`src/rtl/instr_mem_loader_pkg.sv`:
```
// Shared definitions for the instruction memory write side: bus widths,
// the reset PC the fetcher starts from, and the loader state encodings.
package instr_mem_loader_pkg;

   localparam logic ON  = 1'b1;
   localparam logic OFF = 1'b0;

   localparam int INSTR_W      = 32;
   localparam int INSTR_ADDR_W = 32;

   localparam logic [INSTR_ADDR_W-1:0] RESET_PC = 32'h3000_0000;

   typedef enum logic [1:0] {
      ST_IDLE  = 2'd0,
      ST_RECV  = 2'd1,
      ST_WRITE = 2'd2,
      ST_DONE  = 2'd3
   } load_state_e;

endpackage

```
`src/rtl/instr_mem_loader_packer.sv`:
```
// Little-endian byte-to-word assembler: byte k of each group of four lands
// in bits [8k+7:8k]; word_valid flags the byte that completes a word.
module instr_byte_packer
   import instr_mem_loader_pkg::*;
(
   input  logic               clk,
   input  logic               rst,
   input  logic               clr,
   input  logic               take,
   input  logic [7:0]         byte_data,
   output logic [INSTR_W-1:0] word_next,
   output logic               word_valid
);

   logic [1:0]         cnt_q, cnt_d;
   logic [INSTR_W-1:0] word_q, word_d;

   always_comb begin
      word_next = word_q;
      case (cnt_q)
         2'd0:    word_next[7:0]   = byte_data;
         2'd1:    word_next[15:8]  = byte_data;
         2'd2:    word_next[23:16] = byte_data;
         default: word_next[31:24] = byte_data;
      endcase
      word_valid = take && (cnt_q == 2'd3);

      cnt_d  = cnt_q;
      word_d = word_q;
      if (clr) begin
         cnt_d  = 2'd0;
         word_d = '0;
      end else if (take) begin
         cnt_d  = cnt_q + 2'd1;
         word_d = word_next;
      end
   end

   always_ff @(posedge clk or posedge rst) begin
      if (rst) begin
         cnt_q  <= 2'd0;
         word_q <= '0;
      end else begin
         cnt_q  <= cnt_d;
         word_q <= word_d;
      end
   end

endmodule

```
`src/rtl/instr_mem_loader.sv`:
```
// Streams bytes into instruction memory as 32-bit words starting at the reset
// PC, and keeps the CPU fetcher held in reset until a complete load lands.
module instr_mem_loader
   import instr_mem_loader_pkg::*;
#(
   parameter logic [INSTR_ADDR_W-1:0] BASE_ADDR     = RESET_PC,
   parameter int                      MEM_WORDS     = 131072,
   parameter int                      LEN_W         = 18,
   parameter bit                      HOLD_AT_RESET = 1'b1
) (
   input  logic                    clk,
   input  logic                    rst,
   input  logic                    load_start,
   input  logic [LEN_W-1:0]        load_len,
   input  logic                    load_abort,
   input  logic                    byte_valid,
   input  logic [7:0]              byte_data,
   output logic                    byte_ready,
   output logic                    we,
   output logic [INSTR_ADDR_W-1:0] waddr,
   output logic [INSTR_W-1:0]      wdata,
   output logic                    busy,
   output logic                    done,
   output logic                    err,
   output logic [INSTR_W-1:0]      checksum,
   output logic                    cpu_hold
);

   localparam logic [LEN_W:0] MAX_LEN = (LEN_W+1)'(MEM_WORDS);

   load_state_e             state_q, state_d;
   logic [LEN_W-1:0]        len_q, len_d;
   logic [LEN_W-1:0]        word_cnt_q, word_cnt_d;
   logic                    byte_ready_q, byte_ready_d;
   logic                    we_q, we_d;
   logic [INSTR_ADDR_W-1:0] waddr_q, waddr_d;
   logic [INSTR_W-1:0]      wdata_q, wdata_d;
   logic                    busy_q, busy_d;
   logic                    done_q, done_d;
   logic                    err_q, err_d;
   logic [INSTR_W-1:0]      checksum_q, checksum_d;
   logic                    cpu_hold_q, cpu_hold_d;

   logic                    take;
   logic                    pack_clr;
   logic [INSTR_W-1:0]      word_next;
   logic                    word_valid;

   // Abort wins over a simultaneous byte handshake, so that byte is dropped.
   assign take     = byte_valid && byte_ready_q && (state_q == ST_RECV) && !load_abort;
   assign pack_clr = ((state_q == ST_IDLE || state_q == ST_DONE) && load_start)
                     || ((state_q == ST_RECV || state_q == ST_WRITE) && load_abort);

   instr_byte_packer u_packer (
      .clk        (clk),
      .rst        (rst),
      .clr        (pack_clr),
      .take       (take),
      .byte_data  (byte_data),
      .word_next  (word_next),
      .word_valid (word_valid)
   );

   always_comb begin
      state_d      = state_q;
      len_d        = len_q;
      word_cnt_d   = word_cnt_q;
      byte_ready_d = byte_ready_q;
      we_d         = OFF;
      waddr_d      = waddr_q;
      wdata_d      = wdata_q;
      busy_d       = busy_q;
      done_d       = done_q;
      err_d        = err_q;
      checksum_d   = checksum_q;
      cpu_hold_d   = cpu_hold_q;

      case (state_q)
         ST_IDLE, ST_DONE: begin
            if (load_start) begin
               len_d      = load_len;
               word_cnt_d = '0;
               waddr_d    = BASE_ADDR;
               done_d     = OFF;
               err_d      = OFF;
               checksum_d = '0;
               cpu_hold_d = ON;
               busy_d     = ON;
               if (load_len == '0) begin
                  // An empty program is a complete one: release the CPU.
                  state_d    = ST_DONE;
                  done_d     = ON;
                  busy_d     = OFF;
                  cpu_hold_d = OFF;
               end else if ({1'b0, load_len} > MAX_LEN) begin
                  state_d = ST_DONE;
                  err_d   = ON;
                  busy_d  = OFF;
               end else begin
                  state_d      = ST_RECV;
                  byte_ready_d = ON;
               end
            end
         end

         ST_RECV: begin
            if (load_abort) begin
               state_d      = ST_DONE;
               byte_ready_d = OFF;
               err_d        = ON;
               busy_d       = OFF;
            end else if (word_valid) begin
               state_d      = ST_WRITE;
               byte_ready_d = OFF;
               we_d         = ON;
               wdata_d      = word_next;
            end
         end

         ST_WRITE: begin
            // The write on the bus this cycle lands regardless of an abort.
            checksum_d = checksum_q + wdata_q;
            if (load_abort) begin
               state_d = ST_DONE;
               err_d   = ON;
               busy_d  = OFF;
            end else begin
               waddr_d    = waddr_q + 32'd4;
               word_cnt_d = word_cnt_q + LEN_W'(1);
               if ((word_cnt_q + LEN_W'(1)) == len_q) begin
                  state_d    = ST_DONE;
                  done_d     = ON;
                  busy_d     = OFF;
                  cpu_hold_d = OFF;
               end else begin
                  state_d      = ST_RECV;
                  byte_ready_d = ON;
               end
            end
         end

         default: state_d = ST_IDLE;
      endcase
   end

   always_ff @(posedge clk or posedge rst) begin
      if (rst) begin
         state_q      <= ST_IDLE;
         len_q        <= '0;
         word_cnt_q   <= '0;
         byte_ready_q <= OFF;
         we_q         <= OFF;
         waddr_q      <= BASE_ADDR;
         wdata_q      <= '0;
         busy_q       <= OFF;
         done_q       <= OFF;
         err_q        <= OFF;
         checksum_q   <= '0;
         cpu_hold_q   <= HOLD_AT_RESET;
      end else begin
         state_q      <= state_d;
         len_q        <= len_d;
         word_cnt_q   <= word_cnt_d;
         byte_ready_q <= byte_ready_d;
         we_q         <= we_d;
         waddr_q      <= waddr_d;
         wdata_q      <= wdata_d;
         busy_q       <= busy_d;
         done_q       <= done_d;
         err_q        <= err_d;
         checksum_q   <= checksum_d;
         cpu_hold_q   <= cpu_hold_d;
      end
   end

   assign byte_ready = byte_ready_q;
   assign we         = we_q;
   assign waddr      = waddr_q;
   assign wdata      = wdata_q;
   assign busy       = busy_q;
   assign done       = done_q;
   assign err        = err_q;
   assign checksum   = checksum_q;
   assign cpu_hold   = cpu_hold_q;

endmodule

```
`config.mk`:
```
export PLATFORM = sky130hd
export DESIGN_NAME = instr_mem_loader
export DESIGN_NICKNAME = d
export VERILOG_FILES = /design/src/rtl/instr_mem_loader_pkg.sv /design/src/rtl/instr_mem_loader_packer.sv /design/src/rtl/instr_mem_loader.sv
export SDC_FILE = /design/constraint.sdc
export NUM_CORES = 1
export LEC_CHECK = 0
export BUFFER_PORTS_ARGS = -buffer_cell sky130_fd_sc_hd__clkbuf_2
export CAP_MARGIN = 20
export CORE_ASPECT_RATIO = 0.75
export CORE_MARGIN = 2
export CORE_UTILIZATION = 59
export DETAILED_ROUTE_END_ITERATION = 8
export HOLD_SLACK_MARGIN = 0.15
export PLACE_DENSITY = 0.86
export SLEW_MARGIN = 10
export SYNTH_ARGS = -nofsm -noshare
export SYNTH_HDL_FRONTEND = slang
export SYNTH_HIERARCHICAL = 1
export SYNTH_SLANG_ARGS = --single-unit
export TNS_END_PERCENT = 30
```
`constraint.sdc`:
```
create_clock -name clk -period 5.1 [get_ports clk]
set_input_delay 0 -clock clk [delete_from_list [all_inputs] [get_ports clk]]
set_output_delay 0 -clock clk [all_outputs]
set_load 0.005 [all_outputs]
```
==> impl_metrics.json, run 1 <==
{
  "drc": 0,
  "port_buffers": 130,
  "nNetsFinal": 1198,
  "cts_setup_buffers": 0,
  "place_area_mm2": 0.0107,
  "max_freq_ghz": 0.301,
  "switching_power_mw": 1.38,
  "place_hpwl_um": 16900,
  "ys_warn_count": 6,
  "first_pass_iters": 5,
  "required_ps": 5450,
  "worstHoldPathType": "in2async",
  "maxCapViolCount": 0,
  "worstMarginPinSlew_ps": 995,
  "combPwrFrac": 0.298,
  "finalMaxSlewViolations": 0,
  "worstSkewPairLatency_ps": 440,
  "vias": 8208,
  "intPower_mw": 2.71,
  "grt_pass1_wl_um": 39900,
  "synthCells": 979,
  "io_pins": 133,
  "grt_max_degree": 81,
  "die_y_um": 116,
  "fp.dieArea_mm2": 0.0179,
  "clk_pin_slew_ps": 70,
  "synth_cell_types": 71,
  "rrSetupSlack_ps": 1780,
  "antenna_cells": 0,
  "end_kind": "flop",
  "wl_per_cell_um": 18.5,
  "power_density_mw_per_mm2": 353,
  "p_leak_nw": 5.76,
  "design_area_mm2": 0.0116,
  "viasPerCell": 6.06,
  "grtUsageTotal": 0.282,
  "gp_congestion": 0.936,
  "numCtsBuffers": 17,
  "pwr-share-seq": 0.394,
  "slew_headroom": 0.335,
  "ant_nets": 0,
  "clk_path_buf_depth": 2,
  "critPathKind": "reg2reg",
  "grt-ovfl-total": 0,
  "setup-tns-final_ps": 0,
  "ys_ff_latch": 172,
  "ir_drop_uv": 336,
  "area_growth_pct": 16.8,
  "syn_avg_cell_area_um2": 10.1,
  "cts_root_buf": "clkbuf_16",
  "setup_ws_ps": 1780,
  "htree_levels": 4,
  "ys.flop_type": "dfrtp_1",
  "hold_ws_ps": 210,
  "min_period_ps": 3320,
  "clockPowerShare": 0.308,
  "core_mm2": 0.0166,
  "finalClockSkew_ps": 12.1,
  "final_layout_size_suffix_gt1_frac": 0.249,
  "status": "finished clean",
  "rsz0062_at_grt": "no",
  "critPathMaxFanout": 3,
  "die_x_um": 154,
  "start_util": 0.597,
  "async_flop_share": 1.00,
  "grt_pass1_vias": 7848,
  "antenna_found_initial": 0,
  "dpl_worst_slack_ps": 1930,
  "wl_um": 25000,
  "p_total_mw": 4.09,
  "yosysSeqAreaShare": 0.434,
  "cts_num_sinks": 172,
  "sw_frac_of_total": 0.337,
  "path_cells": "ha_1, fa_1, a211oi_1, o21bai_1, a31o_2, a2111oi_4, nor3_1, o31ai_2, o21ai_1, xnor2_1, o21ai_0",
  "setup_viol": 0,
  "cp-start-kind": "flop",
  "final_cells": 1354,
  "cp_slowest_stage_delay_ps": 500,
  "cpMaxStageDelayCell": "a2111oi_4",
  "dp.cells": 1292,
  "finish.utilization": 0.697,
  "synth_area_mm2": 0.00992,
  "cts_tree": "done",
  "drt_iter0_markers": 624,
  "row_count": 41,
  "worstPathArrival_ps": 3670,
  "synth_edf_count": 0,
  "hold_viol": 0,
  "period_share": 0.651
}
==> path summary, 6_finish.rpt <==
kind,start,endpoint,cells past startpoint
worst max-delay path,wdata[0],checksum[26],11
worst min-delay path,rst,wdata[0],3
worst max register to register,wdata[0],checksum[26],11
worst min register to register,done,done,1
max in group asynchronous,rst,waddr[29],5
min in group clk,byte_valid,u_packer/cnt_q[0],4
==> state kept, by name, summed over array words and instances (netlist names) <==
signal,flops
u_packer/cnt_q,2
word_cnt_q,18
busy,1
we,1
len_q,18
cpu_hold,1
wdata,32
byte_ready,1
state_q,2
err,1
waddr,30
done,1
checksum,32
u_packer/word_q,32
==> placed cells by master (no fill, tap or decap), drive strengths merged, types with 6 or more instances in the layout <==
cell type	instances
dfrtp	169
clkbuf	152
nand2	107
mux2	82
o21ai	80
nor2	51
nand2b	45
ha	40
xor2	39
a21oi	39
xnor2	36
mux2i	36
dlygate4sd3	29
nand3	26
inv	24
a21o	18
nor3	15
o31ai	14
and3	12
nand4	12
and2	9
buf	8
or3	7
nor4	7
a31oi	7
a211oi	6
and4	6
clkinv	6
==> cell usage after synthesis, drive strengths merged (3+ instances only) <==
library cell / count / area, um2
nor3: 15 / 91.3
o31ai: 14 / 110
o21ai: 80 / 400
clkbuf: 22 / 83.8
and4: 6 / 55.1
o21a: 5 / 37.5
nor4: 7 / 43.8
or2: 4 / 25.0
a21o: 18 / 135
or3: 7 / 43.8
dfstp: 3 / 78.8
and3: 12 / 75.1
xor2: 39 / 342
a21oi: 39 / 206
nor2b: 5 / 31.3
a2111oi: 3 / 51.3
a31oi: 7 / 43.8
nand2: 107 / 407
xnor2: 36 / 315
a211oi: 6 / 45.0
o211a: 3 / 30.0
nand2b: 45 / 282
mux2: 82 / 923
nand3: 26 / 148
nor2: 51 / 196
nand4: 12 / 87.6
dfrtp: 169 / 4230
ha: 40 / 500
inv: 23 / 86.3
mux2i: 36 / 360
o21bai: 4 / 30.0
buf: 18 / 126
and2: 9 / 63.8
==> per-layer routing <==
metal | up-vias | wire, um | global-route usage
met5 | - | 0 | 0
met4 | 0 | 536 | 0.109
met3 | 48 | 1730 | 0.0638
met2 | 327 | 11100 | 0.429
met1 | 4065 | 11600 | 0.399
li1 | 3768 | - | -
==> cell type report <==
cell class | instances | area, um2
Inverter | 23 | 91.3
Timing Repair Buffer | 167 | 1020
Tap cell | 215 | 269
Fill cell | 1221 | 5030
Sequential cell | 172 | 4310
Clock inverter | 10 | 91.3
Clock buffer | 22 | 474
Multi-Input combinational cell | 745 | 5340
==> kinds of logic after synthesis <==
family,Yosys count,synth area share
compound gates,195,0.125
xor+xnor,75,0.0662
fa+ha+maj,41,0.0525
buf+inv,63,0.0299
flops,172,0.434
mux,118,0.129
other cells,1,0.000378
simple gates,314,0.163
==> critical path: cells and delay by family (launching register included) <==
family                     cells  cell delay (ps)
xor gates and xnor gates       1              130
adders and majority gates      2              670
and+or+nand+nor                1              150
AOI/OAI and AO/OA              7             1880
DFF                            1              400
==> power by group through the flow <==
stage	clock (mW)	sequential (mW)	combinational, mW
after detailed placement	0	1.63	1.18
after CTS	1.27	1.61	1.21
final	1.26	1.61	1.22
after global placement	0	1.62	1.15
after global routing	1.33	1.62	1.32
after floorplan	0	1.60	0.885
==> repair_timing <==
item,in CTS,in global routing
hold buffers,29,0
gates resized for setup,0,0
endpoints found under the hold margin,181,0
Note: power is estimated with default switching activity, not from simulation.
==> run 2, diff against run 1 <==
==> constraint.sdc (replaced) <==
create_clock -name clk -period 3.2 [get_ports clk]
set_input_delay 0 -clock clk [delete_from_list [all_inputs] [get_ports clk]]
set_output_delay 0 -clock clk [all_outputs]
set_load 0.005 [all_outputs]
==> impl_metrics.json, run 2 (synthesis results as in run 1) <==
{
  "slew_headroom": 0.491,
  "gp_congestion": 0.908,
  "clockPowerShare": 0.307,
  "cts_tree": "done",
  "intPower_mw": 4.41,
  "dp.cells": 1304,
  "grt_pass1_wl_um": 40500,
  "numCtsBuffers": 17,
  "worstSkewPairLatency_ps": 440,
  "max_freq_ghz": 0.322,
  "fp.dieArea_mm2": 0.0179,
  "start_util": 0.597,
  "setup_ws_ps": 90.9,
  "p_total_mw": 6.63,
  "power_density_mw_per_mm2": 566,
  "dpl_worst_slack_ps": 29.9,
  "drc": 0,
  "worstMarginPinSlew_ps": 762,
  "antenna_cells": 0,
  "clk_path_buf_depth": 2,
  "io_pins": 133,
  "setup-tns-final_ps": 0,
  "required_ps": 3510,
  "antenna_found_initial": 0,
  "wl_um": 25400,
  "cp-start-kind": "flop",
  "final_cells": 1367,
  "htree_levels": 4,
  "die_y_um": 116,
  "switching_power_mw": 2.21,
  "mostFrequentLayoutCell": "dfrtp_1",
  "ir_drop_uv": 518,
  "hold_ws_ps": 176,
  "sw_frac_of_total": 0.334,
  "cts_num_sinks": 172,
  "finalMaxSlewViolations": 0,
  "status": "finished clean",
  "clk_pin_slew_ps": 70,
  "period_share": 0.972,
  "drt_iter0_markers": 623,
  "pwr-share-seq": 0.388,
  "finalClockSkew_ps": 15.6,
  "place_hpwl_um": 17300,
  "p_leak_nw": 5.81,
  "port_buffers": 130,
  "row_count": 41,
  "viasPerCell": 6.02,
  "final_cell_mix": "169 x dfrtp_1, 130 x clkbuf_2, 105 x nand2_1",
  "hold_viol": 0,
  "critPathKind": "reg2reg",
  "grt-ovfl-total": 0,
  "min_period_ps": 3110,
  "wl_per_cell_um": 18.6,
  "grtUsageTotal": 0.286,
  "setup_viol": 0,
  "final_layout_size_suffix_gt1_frac": 0.260,
  "die_x_um": 154,
  "core_mm2": 0.0166,
  "worstHoldPathType": "in2reg",
  "ant_nets": 0,
  "nNetsFinal": 1211,
  "cts_root_buf": "clkbuf_16",
  "critPathMaxFanout": 3,
  "end_kind": "flop",
  "first_pass_iters": 5,
  "grt_pass1_vias": 7924,
  "worstPathArrival_ps": 3420,
  "combPwrFrac": 0.305,
  "maxCapViolCount": 0,
  "vias": 8224,
  "area_growth_pct": 18.0,
  "grt_max_degree": 75
}
## run 2: cell count changes in the layout (fill, tap and decap cells not counted), sizes merged
cell         delta
buf            +12
clkinv          -2
clkinvlp        +2
clkbuf          +1
dlygate4sd3     +1
inv             -1
## run 2: path summary, 6_finish.rpt
| path | slack [ps] | endpoint | startpoint | cells after the start |
|---|---|---|---|---|
| max | 90 | checksum[30] | checksum[0] | 12 |
| min | 180 | u_packer/cnt_q[0] | byte_valid | 5 |
| max reg2reg | 90 | checksum[30] | checksum[0] | 12 |
| min reg2reg | 500 | checksum[31] | checksum[31] | 1 |
| max in group asynchronous | 2070 | checksum[15] | rst | 4 |
| min in group asynchronous | 220 | word_cnt_q[17] | rst | 3 |
## run 2: power by group through the flow
stage | Sequential [mW] | Combinational [mW] | Clock, mW
after global placement | 2.59 | 1.89 | 0
final | 2.57 | 2.02 | 2.03
after detailed placement | 2.60 | 1.95 | 0
after floorplan | 2.55 | 1.41 | 0
after CTS | 2.56 | 2.01 | 2.05
after global routing | 2.59 | 2.18 | 2.14
## run 2: routing by layer
layer | vias to the layer above | global-route usage | wire length, um
li1 | 3809 | - | -
met1 | 4023 | 0.400 | 11300
met2 | 346 | 0.455 | 11700
met3 | 46 | 0.0623 | 1900
met4 | 0 | 0.0875 | 507
met5 | - | 0 | 0
## run 2: critical path, stage by stage (launching register included)
cell       delay, ps
dfrtp_1          420
ha_1             230
fa_2             360
a211oi_2         260
o21bai_1         110
a31o_2           300
a2111oi_4        450
nor3_2           120
o31ai_2          230
buf_4            180
o21ai_1           70
xnor2_1          150
o21ai_0           90
## run 2: per-stage QoR
step	area (um2)	utilization
2_1_floorplan	9930	-
6_report	11700	0.705
4_1_cts	11700	0.704
3_3_place_gp	10800	0.650
3_5_place_dp	10800	0.650
5_1_grt	11700	0.705
## run 2: cell type report
type / count / area, um2
Sequential cell: 172 / 4310
Inverter: 23 / 90.1
Clock buffer: 23 / 488
Tap cell: 215 / 269
Clock inverter: 9 / 85.1
Fill cell: 1248 / 4910
Timing Repair Buffer: 180 / 1110
Multi-Input combinational cell: 745 / 5360
## run 2: what timing repair did
item / in CTS / in global routing
setup endpoints to repair: 2 / 7
pin swaps: 1 / 4
buffers inserted: 1 / 0
hold buffers: 30 / 0
resized for setup: 1 / 4
endpoints found under the hold margin: 151 / 0
gates cloned: 0 / 0
